===== config.mk =====
export PLATFORM = sky130hd
export DESIGN_NAME = pipeline_hazard_ctrl
export DESIGN_NICKNAME = d
export VERILOG_FILES = /design/src/rtl/pipeline_hazard_ctrl.sv
export SDC_FILE = /design/constraint.sdc
export NUM_CORES = 1
export LEC_CHECK = 0
export CORE_ASPECT_RATIO = 0.7
export CORE_MARGIN = 1
export CORE_UTILIZATION = 55
export CTS_CLUSTER_SIZE = 14
export DETAILED_ROUTE_END_ITERATION = 8
export DONT_BUFFER_PORTS = 1
export HOLD_SLACK_MARGIN = 0.08
export PLACE_DENSITY = 0.78
export SETUP_SLACK_MARGIN = 0.2
export SLEW_MARGIN = 30
export SYNTH_ARGS = -nofsm -noshare
export SYNTH_HDL_FRONTEND = slang
export SYNTH_SLANG_ARGS = --single-unit

===== constraint.sdc =====
create_clock -name clk -period 5 [get_ports clk]
set_input_delay 1.5 -clock clk [delete_from_list [all_inputs] [get_ports clk]]
set_output_delay 1.5 -clock clk [all_outputs]
set_load 0.02 [all_outputs]

===== src/rtl/pipeline_hazard_ctrl.sv =====
// Stall/flush sequencer for the five-stage pipeline registers.
// Covers boot flush, data-memory waits, taken branches and load-use hazards, plus saturating perf counters.
module pipeline_hazard_ctrl #(
  parameter int BOOT_CYCLES = 4,
  parameter int MEM_TIMEOUT = 255,
  parameter int CNT_W       = 32
) (
  input  logic             clk,
  input  logic             rst_n,
  input  logic [4:0]       Rs1D,
  input  logic [4:0]       Rs2D,
  input  logic [4:0]       RdE,
  input  logic             LoadE,
  input  logic             RegWriteE,
  input  logic             PCSrcE,
  input  logic             MemReqM,
  input  logic             MemReadyM,
  output logic             StallF,
  output logic             StallD,
  output logic             FlushD,
  output logic             StallE,
  output logic             FlushE,
  output logic             StallM,
  output logic             FlushW,
  output logic             mem_timeout,
  output logic [CNT_W-1:0] stall_cycles,
  output logic [CNT_W-1:0] flush_events,
  output logic [1:0]       state
);

  localparam logic [1:0] ST_BOOT     = 2'd0;
  localparam logic [1:0] ST_RUN      = 2'd1;
  localparam logic [1:0] ST_MEM_WAIT = 2'd2;

  localparam int BW = (BOOT_CYCLES > 1) ? $clog2(BOOT_CYCLES) : 1;
  localparam int WW = $clog2(MEM_TIMEOUT + 1);
  localparam logic [BW-1:0]    BOOT_LAST = BW'(BOOT_CYCLES - 1);
  localparam logic [WW-1:0]    WAIT_MAX  = WW'(MEM_TIMEOUT);
  localparam logic [CNT_W-1:0] CNT_MAX   = '1;

  logic [1:0]       state_reg, state_next;
  logic [BW-1:0]    boot_cnt_reg, boot_cnt_next;
  logic [WW-1:0]    wait_cnt_reg, wait_cnt_next;
  logic             mem_timeout_reg, mem_timeout_next;
  logic [CNT_W-1:0] stall_cycles_reg, stall_cycles_next;
  logic [CNT_W-1:0] flush_events_reg, flush_events_next;

  logic memwait;
  logic load_use;

  assign memwait  = MemReqM & ~MemReadyM;
  assign load_use = LoadE & RegWriteE & (RdE != 5'd0) & ((RdE == Rs1D) | (RdE == Rs2D));

  always_comb begin
    StallF            = 1'b0;
    StallD            = 1'b0;
    FlushD            = 1'b0;
    StallE            = 1'b0;
    FlushE            = 1'b0;
    StallM            = 1'b0;
    FlushW            = 1'b0;
    state_next        = state_reg;
    boot_cnt_next     = boot_cnt_reg;
    wait_cnt_next     = wait_cnt_reg;
    mem_timeout_next  = mem_timeout_reg;
    stall_cycles_next = stall_cycles_reg;
    flush_events_next = flush_events_reg;

    case (state_reg)
      ST_BOOT: begin
        StallF        = 1'b1;
        FlushD        = 1'b1;
        FlushE        = 1'b1;
        boot_cnt_next = boot_cnt_reg + 1'b1;
        if (boot_cnt_reg == BOOT_LAST) begin
          state_next    = ST_RUN;
          boot_cnt_next = '0;
        end
      end

      ST_RUN, ST_MEM_WAIT: begin
        if (memwait) begin
          // A branch seen during a wait stays frozen in Execute and flushes once the wait ends.
          StallF     = 1'b1;
          StallD     = 1'b1;
          StallE     = 1'b1;
          StallM     = 1'b1;
          FlushW     = 1'b1;
          state_next = ST_MEM_WAIT;
          if (state_reg == ST_RUN) begin
            wait_cnt_next = WW'(1);
          end else if (wait_cnt_reg != WAIT_MAX) begin
            wait_cnt_next = wait_cnt_reg + 1'b1;
          end
          if (wait_cnt_next == WAIT_MAX) begin
            mem_timeout_next = 1'b1;
          end
        end else begin
          state_next    = ST_RUN;
          wait_cnt_next = '0;
          if (PCSrcE) begin
            FlushD = 1'b1;
            FlushE = 1'b1;
            if (flush_events_reg != CNT_MAX) begin
              flush_events_next = flush_events_reg + 1'b1;
            end
          end else if (load_use) begin
            StallF = 1'b1;
            StallD = 1'b1;
            FlushE = 1'b1;
          end
        end

        if (StallF && (stall_cycles_reg != CNT_MAX)) begin
          stall_cycles_next = stall_cycles_reg + 1'b1;
        end
      end

      default: begin
        state_next = ST_BOOT;
      end
    endcase
  end

  always_ff @(posedge clk) begin
    if (!rst_n) begin
      state_reg        <= ST_BOOT;
      boot_cnt_reg     <= '0;
      wait_cnt_reg     <= '0;
      mem_timeout_reg  <= 1'b0;
      stall_cycles_reg <= '0;
      flush_events_reg <= '0;
    end else begin
      state_reg        <= state_next;
      boot_cnt_reg     <= boot_cnt_next;
      wait_cnt_reg     <= wait_cnt_next;
      mem_timeout_reg  <= mem_timeout_next;
      stall_cycles_reg <= stall_cycles_next;
      flush_events_reg <= flush_events_next;
    end
  end

  assign state        = state_reg;
  assign mem_timeout  = mem_timeout_reg;
  assign stall_cycles = stall_cycles_reg;
  assign flush_events = flush_events_reg;

endmodule

==> flow_metrics.tcl, run 1 <==
set metrics [dict create \
    cts_buffers 9 \
    crit_slowest_cell "or3_1" \
    yosysSeqAreaShare_pct 35.9 \
    netlist-cell-type-count 59 \
    p_int_mw 1.00 \
    synth_area_leaders "dfxtp_1, xnor2_1, nor2_1, nand2_1, mux2i_1" \
    nets 540 \
    wl_mm 10.2 \
    crit_chain "or3_1, o311a_1, a41oi_4, a21oi_1, buf_4" \
    finClkSkew_ns 0.00907 \
    p_comb_share_pct 7.4 \
    antennaDiodeCount 0 \
    vias_per_cell 6.27 \
    status "complete, no violations" \
    yosysWarnings 0 \
    grt.overflow.total 0 \
    grtUsageTotal_pct 25.6 \
    peakVddDrop_mv 0.214 \
    synth_commonest_cells "dfxtp_1, nor2_1, nand2_1, nand3_1, a21oi_1" \
    start_util_pct 58.0 \
    power_leakage_nw 1.48 \
    synth-seq-cells 77 \
    maxSlewViolCount 0 \
    cts_max_path_buffers 2 \
    drc 0 \
    post_cts_resized 0 \
    cts_setup_buffers 0 \
    crit_fanout 3 \
    insertion_delay_ns 0.35 \
    io_pins 96 \
    cts_tree "yes" \
    power.total_mw 1.30 \
    grt_setup_unrepaired "false" \
    swShare_pct 23.0 \
    synthCells 520 \
    fmax_mhz 233 \
    final_util_pct 61.6 \
    fin_cells 614 \
    htreeDepth 3 \
    dp_hpwl_mm 7.30 \
    syn-num-nets 549 \
    dieArea_mm2 0.00818 \
    power.density_mw_per_mm2 284 \
    crit_family "compound AO/OA/AOI/OAI gates" \
    dieHeight_um 76.0 \
    cts_hold_buf 0 \
    cp.buffers_inverters 1 \
    fp.coreArea_mm2 0.00742 \
    p_sw_uw 298 \
    worstPathArrival_ns 2.79 \
    ys.flop_type "dfxtp_1" \
    crit_path_end_kind "primary output" \
    synth.top_cell.area_share_pct 35.9 \
    synth_area_leader_cell "dfxtp_1" \
    use_met1_pct 34.6 \
    use_met2_pct 39.2 \
    rows 26 \
    startpoint_type "input port" \
    drt-wirelength-per-cell_um 16.7 \
    gp_congestion 0.877 \
    timing.final.hold_violations 0 \
    path_clk_slew_ns 0.07 \
    slowest_delay_ns 0.37 \
    setup_viol 0 \
    grt_pass1_vias 3364 \
    drive_gt1_share_pct 6.20 \
    synth.most_common_cell "dfxtp_1" \
    crit_type "in2out" \
    worstPathRequired_ns 3.50 \
    top_usage_layer "met2" \
    hp-class "reg2reg" \
    timing.slew.headroom_pct 40.9 \
    period_minus_slack_ns 4.29 \
    synth_area_mm2 0.00430 \
    grt_antenna_before_repair 0 \
    dp.cells 598 \
    worst_pin_slew_ns 0.884 \
    port_buffers 0 \
    grt_use_met3_pct 7.70 \
    dpl-instance-area_mm2 0.00433 \
    synth_edf_count 0 \
    power.share.clock_pct 44.0 \
    cts_sinks 77 \
    die_w_um 108 \
    grt_start_max_net_pins 46 \
    fin_crit_sh_pct 85.8 \
    p_seq_share_pct 48.6 \
    first_pass_iters 5 \
    drt-initial-drc-count 392 \
    area_growth_pct 6.29 \
    async_flop_share_pct 0 \
    clockRootBuffer "clkbuf_8" \
    maxCapViolations 0 \
    grt_pass1_wl_mm 16.8 \
    fin_area_mm2 0.00457 \
    vias 3851 \
    synth_area_per_cell_um2 8.27 \
    drtAntennaViolNets 0 \
    setup_tns_ns 0 \
]
[metrics by stage]
stage                     setup WS, ns  hold WS [ns]
final                            0.712         0.514
after global routing             0.687         0.540
after CTS                        0.712         0.511
after detailed placement         0.717         0.492
after global placement           0.742         0.482
after floorplan                  0.679         0.465
[per-layer routing]
layer  vias up  part of all wire [%]  wire length, um
li1       1870                     -                -
met1      1839                    45             4600
met2       128                    46             4730
met3        14                   7.8              803
met4         0                   1.1              114
met5         -                     0                0
[cell usage in the layout, fill, tap and decap left out, types with 2 or more instances in the layout]
cell / count
clkbuf_8: 10
xnor2_1: 22
bufinv_16: 3
nand2b_1: 19
or4_1: 10
nand3_1: 35
nand4_1: 24
inv_1: 12
and3_1: 13
ha_1: 7
buf_4: 5
dfxtp_1: 77
nand2_1: 49
and2_1: 5
o31ai_1: 10
nor2_1: 51
and4b_1: 2
mux2i_1: 18
o21ai_0: 15
and4_1: 7
nand3b_1: 3
xor2_1: 18
a31oi_1: 3
clkbuf_1: 2
o41ai_1: 3
or3_1: 8
nor4_1: 10
nor3_1: 15
a21oi_1: 28
[worst paths after layout]
path                                startpoint                      endpoint  slack [ns]  depth (start not counted)
hold reg to reg   wait_cnt_reg[5]$_SDFFE_PN0N_  wait_cnt_reg[5]$_SDFFE_PN0N_        0.51                          2
setup / recovery                        RdE[0]                        StallF        0.71                          5
setup reg to reg         state[1]$_SDFFE_PN0P_  stall_cycles[3]$_SDFFE_PN0P_        2.17                          8
hold / removal    wait_cnt_reg[5]$_SDFFE_PN0N_  wait_cnt_reg[5]$_SDFFE_PN0N_        0.51                          2
[tightest hold or removal path, delay by kind of cell (launching register included)]
| family | cells | cell delay, ns |
|---|---|---|
| compound gates | 1 | 0.05 |
| flops | 1 | 0.34 |
| simple gates | 1 | 0.07 |
[cells by family after synthesis]
logic type	after synthesis	share of synthesized area, %
AND/OR/NAND/NOR	266	34.1
multiplexers	18	4.19
XOR/XNOR	40	8.15
flip-flops	77	35.9
adder cells (fa/ha/maj)	7	2.04
AO/OA/AOI/OAI	74	11.1
buffers and inverters	38	4.54
[power by group through the flow]
| stage | sequential, mW | clock, mW | combinational (mW) |
|---|---|---|---|
| after floorplan | 0.644 | 0 | 0.0839 |
| after global placement | 0.645 | 0 | 0.0936 |
| after detailed placement | 0.646 | 0 | 0.0959 |
| after CTS | 0.631 | 0.581 | 0.0965 |
| after global routing | 0.632 | 0.607 | 0.109 |
| final | 0.631 | 0.571 | 0.0966 |
[cell type report]
class | count | area, um^2
Timing Repair Buffer | 5 | 37.5
Multi-Input combinational cell | 405 | 2580
Tap cell | 98 | 123
Fill cell | 646 | 2850
Clock buffer | 12 | 145
Sequential cell | 77 | 1540
Inverter | 13 | 48.8
Clock inverter | 4 | 95.1
Power figures use the tool's default switching activity.
==> run 2: changes to the inputs <==
--- a/config.mk
+++ b/config.mk
@@ -13,6 +13,7 @@
 export DONT_BUFFER_PORTS = 1
 export HOLD_SLACK_MARGIN = 0.08
 export PLACE_DENSITY = 0.78
+export RECOVER_POWER = 50
 export SETUP_SLACK_MARGIN = 0.2
 export SLEW_MARGIN = 30
 export SYNTH_ARGS = -nofsm -noshare
==> run 2 against run 1 <==
Cell count unchanged. First-iteration DRC count down 5.6%. Die area unchanged. Combinational power down 0.7%. Fmax about the same. Largest cell class unchanged. Non-clock buffer count unchanged. Critical path type unchanged. Wire length about the same.
==> flow_metrics.tcl, run 2 (synthesis gave the netlist of run 1 again) <==
set metrics [dict create \
    status "complete, no violations" \
    grt_pass1_vias 3364 \
    grt_setup_unrepaired "false" \
    swShare_pct 23.0 \
    worstPathArrival_ns 2.79 \
    drt-initial-drc-count 370 \
    setup_tns_ns 0 \
    fin_crit_sh_pct 85.8 \
    cts_max_path_buffers 2 \
    peakVddDrop_mv 0.214 \
    vias 3861 \
    start_util_pct 58.0 \
    cts_hold_buf 0 \
    hp-class "reg2reg" \
    vias_per_cell 6.29 \
    finClkSkew_ns 0.00895 \
    final_util_pct 61.5 \
    use_met2_pct 39.2 \
    maxCapViolations 0 \
    startpoint_type "input port" \
    p_sw_uw 298 \
    power.density_mw_per_mm2 284 \
    grt_antenna_before_repair 0 \
    cts_setup_buffers 0 \
    fp.coreArea_mm2 0.00742 \
    cts_sinks 77 \
    insertion_delay_ns 0.35 \
    final_cell_mix "dfxtp_1, nor2_1, nand2_1" \
    setup_viol 0 \
    crit_fanout 3 \
    grt.overflow.total 0 \
    dieHeight_um 76.0 \
    dieArea_mm2 0.00818 \
    multiInputGateArea_mm2 0.00258 \
    grt_pass1_wl_mm 16.8 \
    grt_start_max_net_pins 46 \
    fmax_mhz 233 \
    seqCellArea_mm2 0.00154 \
    grt_use_met3_pct 7.70 \
    first_pass_iters 5 \
    port_buffers 0 \
    die_w_um 108 \
    whs_ns 0.512 \
    antennaDiodeCount 0 \
    gp_congestion 0.877 \
    power_leakage_nw 1.48 \
    io_pins 96 \
    top_usage_layer "met2" \
    p_seq_share_pct 48.6 \
    dp_hpwl_mm 7.30 \
    drive_gt1_share_pct 5.62 \
    grtUsageTotal_pct 25.6 \
    worst_pin_slew_ns 1.17 \
    area_growth_pct 6.11 \
    cts_tree "yes" \
    path_clk_slew_ns 0.07 \
    p_comb_share_pct 7.4 \
    nets 540 \
    drt-wirelength-per-cell_um 16.7 \
    post_cts_resized 0 \
    crit_type "in2out" \
    power.share.clock_pct 44.0 \
    wl_mm 10.2 \
    timing.slew.headroom_pct 21.6 \
    worstPathRequired_ns 3.50 \
    crit_path_end_kind "primary output" \
    drtAntennaViolNets 0 \
    drc 0 \
    use_met1_pct 34.6 \
    r2r_setup_slack_ns 2.17 \
    n_fill_cell 647 \
    timing.final.hold_violations 0 \
    period_minus_slack_ns 4.29 \
    rows 26 \
    final_common_cell "dfxtp_1" \
    maxSlewViolCount 0 \
    cts_buffers 9 \
    p_int_uw 1000 \
    clockRootBuffer "clkbuf_8" \
    htreeDepth 3 \
]
## run 2: power by group through the flow
stage	logic, mW	registers [mW]	clock network [mW]
floorplan	0.0839	0.644	0
global placement	0.0936	0.645	0
detailed placement	0.0959	0.646	0
CTS	0.0965	0.631	0.581
global route	0.108	0.632	0.607
finish	0.0959	0.631	0.571
## run 2: per-layer routing
layer,vias to the layer above,part of all wire (%)
li1,1868,-
met1,1856,45
met2,123,47
met3,14,7.2
met4,0,1.1
met5,-,0
## run 2: metrics by stage
stage               power (mW)  setup WS [ns]  cells  cell area, um^2
floorplan                0.728          0.679    520             4300
global placement         0.738          0.742    598             4320
detailed placement       0.742          0.717    598             4330
CTS                       1.31          0.712    614             4570
global route              1.35          0.593    614             4560
finish                    1.30          0.712    614             4560
## run 2: layout make-up
cell class              instances  share of cell area, %
repair buffers                  5                  0.658
flip-flops and latches         77                   33.8
multi-input cells             405                   56.5
clock inverters                 4                   2.08
inverters                      13                   1.07
well taps                      98                   2.69
clock buffers                  12                   3.18
## run 2: worst paths after layout
| kind | start | end | cells after the start |
|---|---|---|---|
| max | RdE[0] | StallF | 5 |
| min | wait_cnt_reg[5]$_SDFFE_PN0N_ | wait_cnt_reg[5]$_SDFFE_PN0N_ | 2 |
| max reg2reg | state[1]$_SDFFE_PN0P_ | stall_cycles[3]$_SDFFE_PN0P_ | 8 |
| min reg2reg | wait_cnt_reg[5]$_SDFFE_PN0N_ | wait_cnt_reg[5]$_SDFFE_PN0N_ | 2 |
## run 2: worst max-delay path: stages
cell	delay [ns]
or3_1	0.37
o311a_1	0.35
a41oi_4	0.27
a21oi_1	0.13
buf_4	0.17
==> run 3: changes to the inputs <==
--- a/config.mk
+++ b/config.mk
@@ -8,11 +8,10 @@
 export CORE_ASPECT_RATIO = 0.7
 export CORE_MARGIN = 1
 export CORE_UTILIZATION = 55
-export CTS_CLUSTER_SIZE = 14
 export DETAILED_ROUTE_END_ITERATION = 8
 export DONT_BUFFER_PORTS = 1
 export HOLD_SLACK_MARGIN = 0.08
-export PLACE_DENSITY = 0.78
+export PLACE_DENSITY = 0.73
 export RECOVER_POWER = 50
 export SETUP_SLACK_MARGIN = 0.2
 export SLEW_MARGIN = 30
==> run 3 against run 2 <==
The flow now finishes with violations (capacitance limit, slew limit). Sequential share of layout area is 0.52 points higher. Via count is 0.31% higher. Sequential power hardly changed. Combinational power hardly changed. Global-route usage is 0.53 points higher. First-iteration DRC count is 19% lower. Count of clock-buffer cells in the layout stayed put. Critical path type unchanged. Critical endpoint unchanged. Largest power group unchanged.
==> flow_metrics.tcl, run 3 (synthesis gave the netlist of run 1 again) <==
set metrics [dict create \
    drt-initial-drc-count 300 \
    final_cell_mix "dfxtp_1, nor2_1, nand2_1" \
    cts_hold_buf 0 \
    gp_congestion 0.819 \
    nets 539 \
    drtAntennaViolNets 0 \
    vias_per_cell 6.34 \
    rows 26 \
    maxCapViolations 1 \
    dpl-instance-area_mm2 0.00432 \
    grt_pass1_wl_mm 17.0 \
    die_w_um 108 \
    worst_pin_slew_ns 2.05 \
    area_growth_pct 4.51 \
    dieHeight_um 76.0 \
    peakVddDrop_mv 0.227 \
    antennaDiodeCount 0 \
    worstPathRequired_ns 3.50 \
    violations "capacitance limit, slew limit" \
    setup_viol 0 \
    cts_tree "yes" \
    period_minus_slack_ns 4.17 \
    startpoint_type "input port" \
    crit_type "in2out" \
    htreeDepth 3 \
    cts_setup_buffers 0 \
    vias 3873 \
    crit_fanout 3 \
    power_leakage_nw 1.45 \
    setup_slack_ns 0.826 \
    post_cts_resized 0 \
    fin_area_mm2 0.00449 \
    grtUsageTotal_pct 26.1 \
    setup_tns_ns 0 \
    grt_start_max_net_pins 47 \
    clockRootBuffer "clkbuf_8" \
    slowest_delay_ns 0.35 \
    crit_path_end_kind "primary output" \
    dp_hpwl_mm 7.30 \
    drc 0 \
    hp-class "reg2reg" \
    fin_crit_sh_pct 83.5 \
    multiInputGateArea_mm2 0.00257 \
    maxSlewViolCount 47 \
    cts_buffers 9 \
    grt_setup_unrepaired "false" \
    dieArea_mm2 0.00818 \
    final_common_cell "dfxtp_1" \
    grt.overflow.total 0 \
    crit_slowest_cell "or3_1" \
    insertion_delay_ns 0.35 \
    dp.cells 597 \
    status "complete, but fails checks" \
    path_clk_slew_ns 0.07 \
    dpl_worst_slack_ns 0.818 \
    grt_pass1_vias 3459 \
    port_buffers 0 \
    first_pass_iters 5 \
    cts_max_path_buffers 2 \
    start_util_pct 58.0 \
    seqCellArea_mm2 0.00154 \
    io_pins 96 \
    timing.final.hold_violations 0 \
    fmax_mhz 240 \
    drive_gt1_share_pct 5.26 \
    power.density_mw_per_mm2 264 \
    worstPathArrival_ns 2.67 \
    grt_antenna_before_repair 0 \
    fp.coreArea_mm2 0.00742 \
    fin_cells 611 \
    cts_sinks 77 \
    timing.slew.headroom_pct -36.6 \
    n_fill_cell 668 \
    whs_ns 0.525 \
    crit_chain "or3_1, o311a_1, a41oi_4, a21oi_1" \
    drt-wirelength-per-cell_um 17.0 \
    wl_mm 10.4 \
    finClkSkew_ns 0.00723 \
]
run 3: cell count changes in the layout (fill, tap and decap cells not counted):
cell,change
nor2_2,+1
and2_0,-1
clkbuf_1,-1
bufinv_16,-2
nor2_4,-1
and2_1,+1
run 3: area by class of cell:
type / count / area share, %
multi-input combinational: 405 / 57.3
sequential: 77 / 34.3
clock buffer: 12 / 3.23
tap: 98 / 2.73
inverter: 13 / 1.09
clock inverter: 2 / 0.780
timing repair buffer: 4 / 0.585
run 3: path summary, 6_finish.rpt:
| check | from | end | slack [ns] | depth (start not counted) |
|---|---|---|---|---|
| setup reg to reg | state[0]$_SDFFE_PN0P_ | stall_cycles[9]$_SDFFE_PN0P_ | 2.16 | 8 |
| hold / removal | boot_cnt_reg[1]$_SDFFE_PN0P_ | boot_cnt_reg[1]$_SDFFE_PN0P_ | 0.53 | 2 |
| hold reg to reg | boot_cnt_reg[1]$_SDFFE_PN0P_ | boot_cnt_reg[1]$_SDFFE_PN0P_ | 0.53 | 2 |
| setup / recovery | RdE[0] | StallF | 0.83 | 4 |
run 3: metal layers:
layer  part of all wire (%)  global-route usage, %  vias to the layer above
met4                   0.77                   7.95                        0
met2                     43                   37.4                      146
li1                       -                      -                     1860
met1                     48                   37.6                     1859
met3                    8.1                   7.61                        8
met5                      0                      0                        -
run 3: through the flow:
stage | power (mW) | utilization (%)
after floorplan | 0.728 | -
after global placement | 0.737 | 58.2
after detailed placement | 0.741 | 58.2
after CTS | 1.20 | 60.6
after global routing | 1.24 | 60.6
final | 1.18 | 60.6
run 3: power breakdown:
part | internal, mW | total [mW] | switching, mW | leakage, nW
logic | 0.0325 | 0.0957 | 0.0632 | 0.737
clock network | 0.239 | 0.457 | 0.219 | 0.0923
registers | 0.621 | 0.631 | 0.0106 | 0.620
total | 0.892 | 1.18 | 0.293 | 1.45
run 3: worst max-delay path: cells and delay by family:
kind / cells / cell delay [ns]
AO/OA/AOI/OAI: 3 / 0.82
AND/OR/NAND/NOR: 1 / 0.35
